===== src/rtl/flit_source_pkg.sv =====
// Shared definitions for the CALF flit injector and the matching sink/checker.
// Holds FSM state encoding, control-word field offsets and the control-word packing macro.
`timescale 1ns/1ps
package flit_source_pkg;

  typedef enum logic [1:0] {
    ST_IDLE    = 2'd0,
    ST_ARMED   = 2'd1,
    ST_BACKOFF = 2'd2
  } state_t;

  localparam int FLD_VALID    = 0;
  localparam int FLD_DEST_LSB = 1;

  function automatic int fld_src_lsb(input int dest_w);
    return dest_w + 1;
  endfunction

  function automatic int fld_seq_lsb(input int dest_w, input int src_w);
    return dest_w + src_w + 1;
  endfunction

  localparam logic [15:0] CNT_MAX = 16'hFFFF;

endpackage

`ifndef FLIT_CTRL
// Control word {seq, src, dest, valid}; arguments must already be sized to their field widths.
`define FLIT_CTRL(seq, src, dest) {(seq), (src), (dest), 1'b1}
`endif


===== src/rtl/flit_source_fifo.sv =====
// Single-clock request FIFO (DEPTH entries, power of two) with full/empty/count.
// Push is ignored when full and pop is ignored when empty.
`timescale 1ns/1ps
module flit_fifo #(
  parameter int W     = 36,
  parameter int DEPTH = 4,
  localparam int AW   = $clog2(DEPTH)
) (
  input  logic         clk,
  input  logic         rst_n,
  input  logic         i_push,
  input  logic [W-1:0] i_wdata,
  input  logic         i_pop,
  output logic [W-1:0] o_rdata,
  output logic         o_full,
  output logic         o_empty,
  output logic [AW:0]  o_count
);

  logic [W-1:0]  r_mem [DEPTH];
  logic [AW-1:0] r_wr_ptr;
  logic [AW-1:0] r_rd_ptr;
  logic [AW:0]   r_count;
  logic          w_push;
  logic          w_pop;

  assign o_full  = (r_count == (AW+1)'(DEPTH));
  assign o_empty = (r_count == '0);
  assign o_count = r_count;
  assign o_rdata = r_mem[r_rd_ptr];
  assign w_push  = i_push && !o_full;
  assign w_pop   = i_pop && !o_empty;

  always_ff @(posedge clk) begin
    if (w_push) r_mem[r_wr_ptr] <= i_wdata;
  end

  // Pointers wrap naturally because DEPTH is a power of two.
  always_ff @(posedge clk or negedge rst_n) begin
    if (!rst_n) begin
      r_wr_ptr <= '0;
      r_rd_ptr <= '0;
      r_count  <= '0;
    end else begin
      if (w_push) r_wr_ptr <= r_wr_ptr + 1'b1;
      if (w_pop)  r_rd_ptr <= r_rd_ptr + 1'b1;
      case ({w_push, w_pop})
        2'b10:   r_count <= r_count + 1'b1;
        2'b01:   r_count <= r_count - 1'b1;
        default: r_count <= r_count;
      endcase
    end
  end

endmodule


===== src/rtl/flit_source.sv =====
// Per-port flit injector: buffers requests, stamps source ID and sequence number,
// and drives one registered flit onto the router link whenever the slot is free.
`timescale 1ns/1ps
module flit_source
  import flit_source_pkg::*;
#(
  parameter int DEST_W = 4,
  parameter int SRC_W  = 4,
  parameter int SEQ_W  = 8,
  parameter int DW     = 32,
  parameter int CW     = 1 + DEST_W + SRC_W + SEQ_W,
  parameter int DEPTH  = 4,
  parameter int GAP    = 0,
  parameter int SRC_ID = 0
) (
  input  logic              clk,
  input  logic              rst_n,
  input  logic              req_valid,
  output logic              req_ready,
  input  logic [DEST_W-1:0] req_dest,
  input  logic [DW-1:0]     req_data,
  input  logic              slot_free,
  output logic [CW-1:0]     port_co,
  output logic [DW-1:0]     port_do,
  output logic [15:0]       inj_count,
  output logic [15:0]       stall_count,
  output state_t            dbg_state
);

  localparam int FW = DEST_W + DW;
  localparam int AW = $clog2(DEPTH);
  localparam int GW = (GAP > 0) ? $clog2(GAP + 1) : 1;

  state_t            r_state;
  state_t            w_state_nxt;
  logic [GW-1:0]     r_gap;
  logic [SEQ_W-1:0]  r_seq;
  logic [CW-1:0]     r_port_co;
  logic [DW-1:0]     r_port_do;
  logic [15:0]       r_inj_count;
  logic [15:0]       r_stall_count;

  logic [FW-1:0]     w_head;
  logic              w_full;
  logic              w_empty;
  logic [AW:0]       w_count;
  logic              w_push;
  logic              w_inject;
  logic              w_stall;
  logic              w_will_empty;

  // Handshake: a request transfers on a rising edge where req_valid && req_ready.
  assign req_ready = !w_full;
  assign w_push    = req_valid && !w_full;
  assign w_inject  = (r_state == ST_ARMED) && !w_empty && slot_free;
  assign w_stall   = (r_state == ST_ARMED) && !w_empty && !slot_free;

  // FIFO occupancy after the current edge is zero.
  assign w_will_empty = !w_push &&
                        ((w_count == '0) || ((w_count == (AW+1)'(1)) && w_inject));

  flit_fifo #(.W(FW), .DEPTH(DEPTH)) u_fifo (
    .clk     (clk),
    .rst_n   (rst_n),
    .i_push  (w_push),
    .i_wdata ({req_dest, req_data}),
    .i_pop   (w_inject),
    .o_rdata (w_head),
    .o_full  (w_full),
    .o_empty (w_empty),
    .o_count (w_count)
  );

  always_comb begin
    w_state_nxt = r_state;
    case (r_state)
      ST_IDLE: begin
        if (w_push) w_state_nxt = ST_ARMED;
      end
      ST_ARMED: begin
        if (w_inject) begin
          if (GAP > 0)           w_state_nxt = ST_BACKOFF;
          else if (w_will_empty) w_state_nxt = ST_IDLE;
        end
      end
      ST_BACKOFF: begin
        if (r_gap <= GW'(1)) w_state_nxt = w_will_empty ? ST_IDLE : ST_ARMED;
      end
      default: w_state_nxt = ST_IDLE;
    endcase
  end

  always_ff @(posedge clk or negedge rst_n) begin
    if (!rst_n) begin
      r_state       <= ST_IDLE;
      r_gap         <= '0;
      r_seq         <= '0;
      r_port_co     <= '0;
      r_port_do     <= '0;
      r_inj_count   <= '0;
      r_stall_count <= '0;
    end else begin
      r_state <= w_state_nxt;
      if (w_inject)         r_gap <= GW'(GAP);
      else if (r_gap != '0) r_gap <= r_gap - 1'b1;

      // The link carries all zeros in every cycle that does not hold a fresh flit.
      if (w_inject) begin
        r_port_co <= `FLIT_CTRL(r_seq, SRC_W'(SRC_ID), w_head[FW-1:DW]);
        r_port_do <= w_head[DW-1:0];
        r_seq     <= r_seq + 1'b1;
        if (r_inj_count != CNT_MAX) r_inj_count <= r_inj_count + 1'b1;
      end else begin
        r_port_co <= '0;
        r_port_do <= '0;
      end

      if (w_stall && (r_stall_count != CNT_MAX)) r_stall_count <= r_stall_count + 1'b1;
    end
  end

  assign port_co     = r_port_co;
  assign port_do     = r_port_do;
  assign inj_count   = r_inj_count;
  assign stall_count = r_stall_count;
  assign dbg_state   = r_state;

endmodule


===== config.mk =====
export PLATFORM = sky130hd
export DESIGN_NAME = flit_source
export DESIGN_NICKNAME = d
export VERILOG_FILES = /design/src/rtl/flit_source_pkg.sv /design/src/rtl/flit_source_fifo.sv /design/src/rtl/flit_source.sv
export SDC_FILE = /design/constraint.sdc
export NUM_CORES = 1
export LEC_CHECK = 0
export BUFFER_PORTS_ARGS = -buffer_cell sky130_fd_sc_hd__buf_2
export CAP_MARGIN = 20
export CORE_MARGIN = 4
export CORE_UTILIZATION = 40
export DETAILED_ROUTE_END_ITERATION = 7
export MAX_ROUTING_LAYER = met4
export PLACE_DENSITY = 0.57
export REMOVE_ABC_BUFFERS = 1
export SLEW_MARGIN = 10
export SYNTH_ARGS = -nofsm -noshare
export SYNTH_HDL_FRONTEND = slang
export SYNTH_SLANG_ARGS = --single-unit

===== constraint.sdc =====
create_clock -name clk -period 3.5 [get_ports clk]
set_clock_uncertainty 0.05 [all_clocks]
set_input_delay 0.7 -clock clk [delete_from_list [all_inputs] [get_ports clk]]
set_output_delay 0.7 -clock clk [all_outputs]
set_load 0.005 [all_outputs]

==> out/metrics.cfg, run 1 <==
[worst_setup_path]
cp_max_fo=6
regToRegStartpoint=u_fifo.o_count[0]$_DFFE_PN0P_
crit_path_end_kind=output port
setup.worst_path.class=flop to output port
critical_path_arrival_ns=1.54
worstReg2RegEnd=u_fifo.r_rd_ptr[1]$_DFFE_PN0P_
critical_path.startpoint_type=flop
timing.critical_path.required_ns=2.75
timing.reg2reg.setup_slack_ns=1.24
worst-r2r-cell-count=8

[die]
design.die.area_um2=25300
pin_count=124
core_area_um2=22200
initial_utilization=0.412
die_h_um=159
floorplan.rows=54
die-width_um=159

[layout]
multiInputGateArea_um2=2340
final_design_area_no_fill_um2=10800
num-nets-final=695
layout-area-overhead-vs-synth_pct=18.8
final-instance-count-excl-fill=946
final_layout_size_suffix_gt1_frac=0.327
filler_cell_count=1915
combined_flip_flop_and_latch_cell_area_um2=6650

[sta]
slew_headroom=0.313
finalCriticalPeriod_ns=2.29
timing.final.hold_violations=0
finalSetupTns_ns=0
final-setup-viol-count=0
fin_crit_sh=0.655
worst_slew_pin_slew_ns=1.03
peak_freq_mhz=436
final_max_slew_viols=0
rsz_0062_raised_after_global_routing=no

[power]
cellPowerDensity_nw_per_um2=800
worst_ir_drop_vdd_mv=0.439
leakage_nw=4.44

[synthesis]
mean_post_synth_cell_area_um2=17.9
synth_area_um2=9120
synthCells=510
synth.largest_area_cell=sky130_fd_sc_hd__edfxtp_1
synth_sequential_area_ratio=0.729
synth.lib_cells_used.distinct=48
synth_area_leaders=sky130_fd_sc_hd__edfxtp_1 47%, sky130_fd_sc_hd__dfrtp_1 26%, sky130_fd_sc_hd__mux4_2 8.9%, sky130_fd_sc_hd__and2_1 3.1%, sky130_fd_sc_hd__xor2_1 2.2%
yosysWarnings=0
synth-seq-cells=237
yosysTopAreaCellShare=0.474

[clock_tree]
cts_repair_resize_count=0
tritoncts.num_buffers=26
cts.hold.buffers_added=0
cts.reportedPaths.clkPinSlew_ns=0.06
cts_tree=built
cts_num_sinks=237
post_cts_repair_setup_buffers=0
htree_levels=1
root_buffer=sky130_fd_sc_hd__clkbuf_16
clock_latency_ns=0.53
cts-root-to-sink-buffers=3

[drt]
via_count=4774
wire_per_inst_um=18.8
drt_first_pass_iters=4
via_per_inst=5.05
drt.antenna.violating_nets=0
initialDrtViolationCount=232
route.detailed.drc=0
drt_wl_total_um=17700

[place]
place.port_buffers=118
place_inst=895
postPlaceCellArea_um2=10000
place_congestion=0.834
place_hpwl_um=11000

[run_status]
outcome=finished, final reports clean

[grt]
grt_start_max_net_pins=44
grt_first_pass_wirelength_um=28500
grt_antenna_before_repair=3
grt.overflow.total=0
vias_in_the_first_global_route=5142
globalRouteTotalUtil=0.143

[job]
max_cap_violations=0

[worst_hold_path]
worst_hold_path_type=input pin to async pin

[cells in the mapped netlist (all sizes together)]
library cell / n
edfxtp: 144
dfrtp: 93
and2: 46
mux4: 36
nand2: 23
xor2: 23
xnor2: 16
buf: 14
ha: 12
nand3: 11
nand4: 10
clkbuf: 9
nor3: 9
and3: 8
inv: 8
nor4: 8
and4: 6
nor2: 5
mux2: 4
nand2b: 3
o21ai: 3
a211oi: 2
a31oi: 2
nand3b: 2
nor3b: 2
o211ai: 2
a21o: 1
a21oi: 1
a41oi: 1
conb: 1
mux2i: 1
nand4b: 1
nor4b: 1
o2111ai: 1
or4b: 1
[stage by stage]
stage / total power [W] / hold WS, ns / setup WS (ns) / utilization
final: 0.00867 / 0.137 / 1.21 / 0.489
after global routing: 0.00918 / 0.171 / 0.968 / 0.489
after CTS: 0.00884 / 0.146 / 1.15 / 0.489
after detailed placement: 0.00623 / 0.407 / 1.17 / 0.452
after global placement: 0.00618 / 0.401 / 1.24 / 0.452
after floorplan: 0.00533 / 0.354 / 0.974 / -
[state kept, by name (all words and copies together) (netlist names)]
name and flops:
u_fifo.r_mem 144, port_do 32, inj_count 16, stall_count 16, port_co 13, r_seq 8
u_fifo.o_count 3, u_fifo.r_rd_ptr 2, u_fifo.r_wr_ptr 2, dbg_state 1
[kinds of logic after synthesis]
kind of cell               after synthesis  synth area share
DFF                                    237             0.729
buffers and inverters                   31            0.0169
AOI/OAI and AO/OA                       13           0.00960
adders and majority gates               12            0.0165
and+or+nand+nor                        136            0.0953
muxes                                   41            0.0949
xor gates and xnor gates                39            0.0374
other                                    1          0.000411
[power breakdown]
part | total (W) | leakage [nW] | internal, W | switching (W)
registers | 0.00418 | 2.53 | 0.00371 | 0.000475
logic | 0.00192 | 1.52 | 0.000988 | 0.000933
clock network | 0.00257 | 0.392 | 0.00151 | 0.00106
[how the worst max path moves through the flow]
stage	slack [ns]	from	cells after the start	to
floorplan	0.97	u_fifo.r_rd_ptr[0]$_DFFE_PN0P_	2	port_co[1]$_DFF_PN0_
global placement	1.24	u_fifo.o_count[0]$_DFFE_PN0P_	8	u_fifo.r_rd_ptr[1]$_DFFE_PN0P_
detailed placement	1.17	u_fifo.o_count[0]$_DFFE_PN0P_	8	u_fifo.r_rd_ptr[1]$_DFFE_PN0P_
CTS	1.15	u_fifo.o_count[0]$_DFFE_PN0P_	8	u_fifo.r_rd_ptr[1]$_DFFE_PN0P_
global route	0.97	u_fifo.o_count[0]$_DFFE_PN0P_	8	u_fifo.r_rd_ptr[1]$_DFFE_PN0P_
finish	1.21	u_fifo.o_count[0]$_DFFE_PN0P_	4	req_ready
[layout make-up]
cell class,count,share of cell area
diodes,3,0.000693
clock buffers,41,0.0671
clock inverters,7,0.00843
inverters,8,0.00277
multi-input cells,246,0.216
flip-flops and latches,237,0.614
well taps,280,0.0323
repair buffers,124,0.0589
[routing by layer]
metal	vias up	part of all wire	global-route usage
met5	-	0	-
met4	0	0.017	0.0292
met3	26	0.065	0.0378
met2	135	0.50	0.236
met1	2436	0.42	0.181
li1	2177	-	-
[placed cells by master, fill, tap and decap left out, types with 12 or more instances in the layout]
| master | n |
|---|---|
| sky130_fd_sc_hd__and2_1 | 45 |
| sky130_fd_sc_hd__buf_2 | 117 |
| sky130_fd_sc_hd__clkbuf_1 | 13 |
| sky130_fd_sc_hd__clkbuf_16 | 26 |
| sky130_fd_sc_hd__dfrtp_1 | 91 |
| sky130_fd_sc_hd__edfxtp_1 | 144 |
| sky130_fd_sc_hd__ha_1 | 12 |
| sky130_fd_sc_hd__mux4_2 | 36 |
| sky130_fd_sc_hd__nand2_1 | 23 |
| sky130_fd_sc_hd__xnor2_1 | 16 |
| sky130_fd_sc_hd__xor2_1 | 23 |
[critical path, cell delays in order, from the launching register on]
cell                      delay [ns]
sky130_fd_sc_hd__dfrtp_1        0.41
sky130_fd_sc_hd__inv_1          0.09
sky130_fd_sc_hd__ha_1           0.21
sky130_fd_sc_hd__nand2_1        0.14
sky130_fd_sc_hd__buf_2          0.16
Note: power is estimated with default switching activity, not from simulation.
==> run 2, diff against run 1 <==
--- a/config.mk
+++ b/config.mk
@@ -5,13 +5,14 @@
 export SDC_FILE = /design/constraint.sdc
 export NUM_CORES = 1
 export LEC_CHECK = 0
+export ABC_AREA = 1
 export BUFFER_PORTS_ARGS = -buffer_cell sky130_fd_sc_hd__buf_2
 export CAP_MARGIN = 20
 export CORE_MARGIN = 4
 export CORE_UTILIZATION = 40
 export DETAILED_ROUTE_END_ITERATION = 7
 export MAX_ROUTING_LAYER = met4
-export PLACE_DENSITY = 0.57
+export PLACE_DENSITY = 0.59
 export REMOVE_ABC_BUFFERS = 1
 export SLEW_MARGIN = 10
 export SYNTH_ARGS = -nofsm -noshare
==> constraint.sdc (replaced) <==
create_clock -name clk -period 2.02 [get_ports clk]
set_clock_uncertainty 0.05 [all_clocks]
set_input_delay 0.404 -clock clk [delete_from_list [all_inputs] [get_ports clk]]
set_output_delay 0.404 -clock clk [all_outputs]
set_load 0.005 [all_outputs]
==> run 2 against run 1 <==
Core utilization grew 0.45 points. Clock power grew 76%. Cell count grew 42%.
==> out/metrics.cfg, run 2 <==
[run_status]
outcome=finished, final reports clean

[layout]
final_layout_size_suffix_gt1_frac=0.217
leading_cell_type_in_the_layout_fill_and_taps_excluded=sky130_fd_sc_hd__nor2_1
final_core_utilization=0.494
layout_common_cells=187 x sky130_fd_sc_hd__nor2_1, 144 x sky130_fd_sc_hd__edfxtp_1, 117 x sky130_fd_sc_hd__nand2_1, 117 x sky130_fd_sc_hd__buf_2, 91 x sky130_fd_sc_hd__dfrtp_1
num-nets-final=1055
largest_reg_flops=144
largest_register=u_fifo.r_mem
layout-area-overhead-vs-synth_pct=20.2
filler_cell_count=2200

[place]
place.port_buffers=118
place_hpwl_um=13100
place_congestion=0.814

[power]
share_clk_of_total_power=0.275
cellPowerDensity_nw_per_um2=1410
p_comb_frac=0.298
worst_ir_drop_vdd_mv=0.807
leakage_nw=4.84
p_switching_w=0.00544
netSwitchingFraction=0.331
cell_internal_pwr_w=0.0110
seq_power_share=0.427

[synthesis]
yosysWarnings=0
synth_area_um2=9720
synth.largest_area_cell=sky130_fd_sc_hd__edfxtp_1
dominantRegCellSynth=sky130_fd_sc_hd__edfxtp_1
synth-seq-cells=237
yosysTopAreaCellShare=0.445
top_count_cell_post_synth=sky130_fd_sc_hd__nor2_1
mean_post_synth_cell_area_um2=11.2
synth_commonest_cells=191 x sky130_fd_sc_hd__nor2_1, 144 x sky130_fd_sc_hd__edfxtp_1, 117 x sky130_fd_sc_hd__nand2_1
synth.lib_cells_used.distinct=31
synthCells=866
synth-edff-count=144
synth_sequential_area_ratio=0.684
synth_area_leaders=sky130_fd_sc_hd__edfxtp_1 44%, sky130_fd_sc_hd__dfrtp_1 24%, sky130_fd_sc_hd__nor2_1 7.4%, sky130_fd_sc_hd__nand2_1 4.5%, sky130_fd_sc_hd__o21ai_0 4.3%
fraction_of_registers_with_async_set_reset=0.392

[grt]
gr-max-usage-layer=met2
gr-usage-met1=0.199
grt_antenna_before_repair=3
use_met3=0.0321
grt_start_max_net_pins=55
globalRouteTotalUtil=0.156
vias_in_the_first_global_route=6258
grt_first_pass_wirelength_um=32600
grt.overflow.total=0
grt.met2_usage=0.257

[worst_setup_path]
crit_chain=inv_1 -> ha_1 -> nand2_1 -> buf_2
critical_path_arrival_ns=1.43
timing.critical_path.required_ns=1.57
crit_path_end_kind=output port
top_family_by_delay_on_critical_path=flip-flops
critPathMaxStageDelay_ns=0.40
critical_path.n_buffers_inverters=2
setup.worst_path.class=flop to output port
slowest_stage=sky130_fd_sc_hd__dfrtp_1
cp_max_fo=4
critical_path.startpoint_type=flop

[drt]
via_count=6296
via_per_inst=4.68
wire_per_inst_um=15.1
route.detailed.drc=0
drt_first_pass_iters=4
drt_wl_total_um=20300
drt.antenna.violating_nets=0
initialDrtViolationCount=367

[clock_tree]
clock_latency_ns=0.53
tritoncts.num_buffers=26
cts_tree=built
cts_num_sinks=237
root_buffer=sky130_fd_sc_hd__clkbuf_16
cts.reportedPaths.clkPinSlew_ns=0.06
htree_levels=1
cts-root-to-sink-buffers=3

[sta]
timing.final.hold_violations=0
rsz_0062_raised_after_global_routing=no
final_max_slew_viols=0
fin_crit_sh=0.932
finalSetupTns_ns=0
peak_freq_mhz=531
finalCriticalPeriod_ns=1.88
final-setup-viol-count=0
slew_headroom=0.667
worst_slew_pin_slew_ns=0.499

[worst_hold_path]
worst_hold_path_type=input pin to flop

[die]
initial_utilization=0.411
core_area_um2=23700
floorplan.rows=56
pin_count=124
die_h_um=164
design.die.area_um2=26900
die-width_um=164

[job]
max_cap_violations=0

==> run 2: worst reg2reg max path, cell delays in order (launching register included) <==
cell,delay [ns]
sky130_fd_sc_hd__dfrtp_1,0.41
sky130_fd_sc_hd__inv_1,0.10
sky130_fd_sc_hd__ha_1,0.18
sky130_fd_sc_hd__nand2_2,0.08
sky130_fd_sc_hd__nand3_4,0.08
sky130_fd_sc_hd__inv_1,0.05
sky130_fd_sc_hd__ha_1,0.33
sky130_fd_sc_hd__nor2_1,0.12
sky130_fd_sc_hd__o21ai_0,0.10
sky130_fd_sc_hd__xor2_1,0.14
sky130_fd_sc_hd__inv_1,0.05
==> run 2: cell families after synthesis <==
| logic type | after synthesis | synth area share |
|---|---|---|
| AO/OA/AOI/OAI | 132 | 0.0722 |
| buffers and inverters | 87 | 0.0414 |
| other | 1 | 0.000386 |
| flip-flops | 237 | 0.684 |
| adder cells (fa/ha/maj) | 12 | 0.0154 |
| AND/OR/NAND/NOR | 370 | 0.162 |
| XOR/XNOR | 27 | 0.0243 |
==> run 2: final timing paths <==
path | startpoint | end | slack [ns] | cells after the start
max | u_fifo.o_count[0]$_DFFE_PN0P_ | req_ready | 0.14 | 4
max reg2reg | u_fifo.o_count[0]$_DFFE_PN0P_ | u_fifo.o_count[2]$_DFFE_PN0P_ | 0.21 | 10
max in group asynchronous | rst_n | port_do[8]$_DFF_PN0_ | 1.09 | 3
min in group asynchronous | rst_n | u_fifo.r_wr_ptr[1]$_DFFE_PN0P_ | 0.28 | 2
min | req_data[7] | u_fifo.r_mem[1][7]$_DFFE_PP_ | 0.03 | 1
min reg2reg | r_seq[3]$_DFFE_PN0P_ | r_seq[3]$_DFFE_PN0P_ | 0.44 | 1
==> run 2: what timing repair did <==
action / 4_1_cts / 5_1_grt
endpoints found under the setup margin: 0 / 3
endpoints found under the hold margin: 21 / 0
buffers inserted: 0 / 2
hold buffers: 1 / 0
gates resized for setup: 0 / 1
==> run 2: metrics by stage <==
step	hold slack [ns]	area, µm²	setup WS (ns)	instances	total power (W)
final	0.0349	11700	0.137	1346	0.0164
after global routing	0.0180	11700	0.0275	1345	0.0176
after CTS	0.0108	11600	0.0915	1340	0.0167
after detailed placement	0.295	10800	0.172	1291	0.0121
after global placement	0.298	10800	0.233	1291	0.0120
after floorplan	0.0584	9520	-0.940	832	0.00990
==> run 2: metal layers <==
layer	share of wire	wire (µm)
met5	0	0
met4	0.022	456
met3	0.053	1080
met2	0.48	9740
met1	0.44	8990
==> run 2: area by class of cell <==
class                           count  area [µm²]  area share
Multi-Input combinational cell    546        2710       0.232
Inverter                           49         184      0.0157
Antenna cell                        4        10.0    0.000856
Sequential cell                   237        6650       0.569
Clock inverter                      5        62.6     0.00535
Timing Repair Buffer              143         900      0.0770
Tap cell                          319         399      0.0342
Clock buffer                       43         764      0.0654
==> run 2: power by group through the flow <==
stage	sequential [W]	combinational (W)	clock, W
2_1_floorplan	0.00732	0.00258	0
3_3_place_gp	0.00709	0.00491	0
3_5_place_dp	0.00710	0.00499	0
4_1_cts	0.00702	0.00502	0.00467
5_1_grt	0.00716	0.00564	0.00485
6_report	0.00701	0.00490	0.00452
==> run 3, diff against run 2 <==
--- a/config.mk
+++ b/config.mk
@@ -8,7 +8,7 @@
 export ABC_AREA = 1
 export BUFFER_PORTS_ARGS = -buffer_cell sky130_fd_sc_hd__buf_2
 export CAP_MARGIN = 20
-export CORE_MARGIN = 4
+export CORE_MARGIN = 8
 export CORE_UTILIZATION = 40
 export DETAILED_ROUTE_END_ITERATION = 7
 export MAX_ROUTING_LAYER = met4
==> run 3 against run 2 <==
Sequential power about the same. Critical path depth unchanged. Die area increased by 10%. Total power about the same. Combinational power about the same.
==> out/metrics.cfg, run 3 (synthesized netlist as in run 2, its figures left out) <==
[worst_hold_path]
whs_path_depth=1
worst_hold_path_type=input pin to flop

[drt]
wire_per_inst_um=15.5
initialDrtViolationCount=441
drt.antenna.violating_nets=0
drt_wl_total_um=20900
via_per_inst=4.70
drt_first_pass_iters=4
via_count=6330
route.detailed.drc=0
highest_routed_layer=met4
detailroute.wirelength.met3_um=1360
route.met2.wl_um=9340
m1WireLength_um=9880

[die]
die-width_um=172
floorplan.rows=57
core_area_um2=24100
initial_utilization=0.403
design.die.area_um2=29600
die_h_um=172
pin_count=124

[power]
worst_ir_drop_vdd_mv=0.789
share_clk_of_total_power=0.274
seq_power_share=0.428
leakage_nw=4.82
cell_internal_pwr_w=0.0109
cellPowerDensity_nw_per_um2=1410
p_comb_frac=0.298
netSwitchingFraction=0.337
p_switching_w=0.00554

[clock_tree]
clock_latency_ns=0.52
htree_levels=1
tritoncts.num_buffers=26
cts_num_sinks=237
post_cts_repair_setup_buffers=0
root_buffer=sky130_fd_sc_hd__clkbuf_16
cts-root-to-sink-buffers=3
cts.reportedPaths.clkPinSlew_ns=0.06
cts_tree=built

[layout]
layout-area-overhead-vs-synth_pct=19.9
combined_flip_flop_and_latch_cell_area_um2=6650
final_core_utilization=0.483
multiInputGateArea_um2=2720
layout_common_cells=187 x sky130_fd_sc_hd__nor2_1, 144 x sky130_fd_sc_hd__edfxtp_1, 117 x sky130_fd_sc_hd__nand2_1, 117 x sky130_fd_sc_hd__buf_2, 91 x sky130_fd_sc_hd__dfrtp_1
final_design_area_no_fill_um2=11700
final_layout_size_suffix_gt1_frac=0.221
num-nets-final=1052
leading_cell_type_in_the_layout_fill_and_taps_excluded=sky130_fd_sc_hd__nor2_1
largest_register=u_fifo.r_mem
filler_cell_count=2229
largest_reg_flops=144

[grt]
grt_start_max_net_pins=73
grt_first_pass_wirelength_um=33400
grt_antenna_before_repair=3
globalRouteTotalUtil=0.145
vias_in_the_first_global_route=6330
grt.overflow.total=0

[worst_setup_path]
slowest_stage=sky130_fd_sc_hd__dfrtp_1
crit_path_end_kind=output port
critPathMaxStageDelay_ns=0.42
timing.critical_path.required_ns=1.57
setup.worst_path.class=flop to output port
critical_path.startpoint_type=flop
critical_path.n_buffers_inverters=2
crit_chain=inv_1 -> ha_1 -> nand2_1 -> buf_2
worst-r2r-cell-count=7
critical_path_arrival_ns=1.43
cp_max_fo=4
top_family_by_delay_on_critical_path=flip-flops
cp_num_cells=4

[sta]
slew_headroom=0.648
finalSetupTns_ns=0
final-setup-viol-count=0
hold_ws_ns=0.0478
final_max_slew_viols=0
timing.final.hold_violations=0
peak_freq_mhz=530
postLayoutSetupSlackWorst_ns=0.133
worst_slew_pin_slew_ns=0.527
rsz_0062_raised_after_global_routing=no
finalCriticalPeriod_ns=1.89
fin_crit_sh=0.934

[place]
place.port_buffers=118
place_worst_setup_slack_ns=0.177
postPlaceCellArea_um2=10800
place_congestion=0.775
place_hpwl_um=13400

[job]
max_cap_violations=0

[run_status]
outcome=finished, final reports clean

-- run 3: what timing repair did --
action / 4_1_cts / 5_1_grt
resized for setup: 0 / 1
hold buffers: 1 / 0
endpoints found under the hold margin: 21 / 0
endpoints found under the setup margin: 0 / 1
-- run 3: area by class of cell --
| type | count | share of cell area |
|---|---|---|
| Antenna cell | 3 | 0.000644 |
| Sequential cell | 237 | 0.571 |
| Clock buffer | 34 | 0.0618 |
| Multi-Input combinational cell | 546 | 0.234 |
| Inverter | 49 | 0.0158 |
| Timing Repair Buffer | 140 | 0.0728 |
| Tap cell | 324 | 0.0348 |
| Clock inverter | 14 | 0.00956 |
-- run 3: path summary, 6_finish.rpt --
kind                       slack [ns]                       endpoint                           from
max                              0.13                      req_ready  u_fifo.o_count[0]$_DFFE_PN0P_
min                              0.05  u_fifo.r_mem[3][16]$_DFFE_PP_                   req_data[16]
max reg2reg                      0.18       inj_count[4]$_DFFE_PN0P_  u_fifo.o_count[0]$_DFFE_PN0P_
min reg2reg                      0.44           r_seq[3]$_DFFE_PN0P_           r_seq[3]$_DFFE_PN0P_
max in group asynchronous        0.99          port_co[13]$_DFF_PN0_                          rst_n
min in group asynchronous        0.30     stall_count[3]$_DFFE_PN0P_                          rst_n
-- run 3: per-layer routing --
| layer | GRT usage | vias up |
|---|---|---|
| li1 | - | 3152 |
| met4 | 0.0251 | 0 |
| met2 | 0.225 | 152 |
| met3 | 0.0301 | 24 |
| met1 | 0.198 | 3002 |
| met5 | - | - |
-- run 3: power by group through the flow --
stage / combinational [W] / clock (W) / sequential [W]
global placement: 0.00493 / 0 / 0.00711
detailed placement: 0.00499 / 0 / 0.00712
global route: 0.00558 / 0.00481 / 0.00717
floorplan: 0.00258 / 0 / 0.00732
CTS: 0.00502 / 0.00463 / 0.00705
finish: 0.00489 / 0.00451 / 0.00703
-- run 3: stage by stage --
| step | instances | total power, W |
|---|---|---|
| 5_1_grt | 1347 | 0.0176 |
| 3_5_place_dp | 1295 | 0.0121 |
| 2_1_floorplan | 832 | 0.00990 |
| 4_1_cts | 1344 | 0.0167 |
| 6_report | 1347 | 0.0164 |
| 3_3_place_gp | 1295 | 0.0120 |
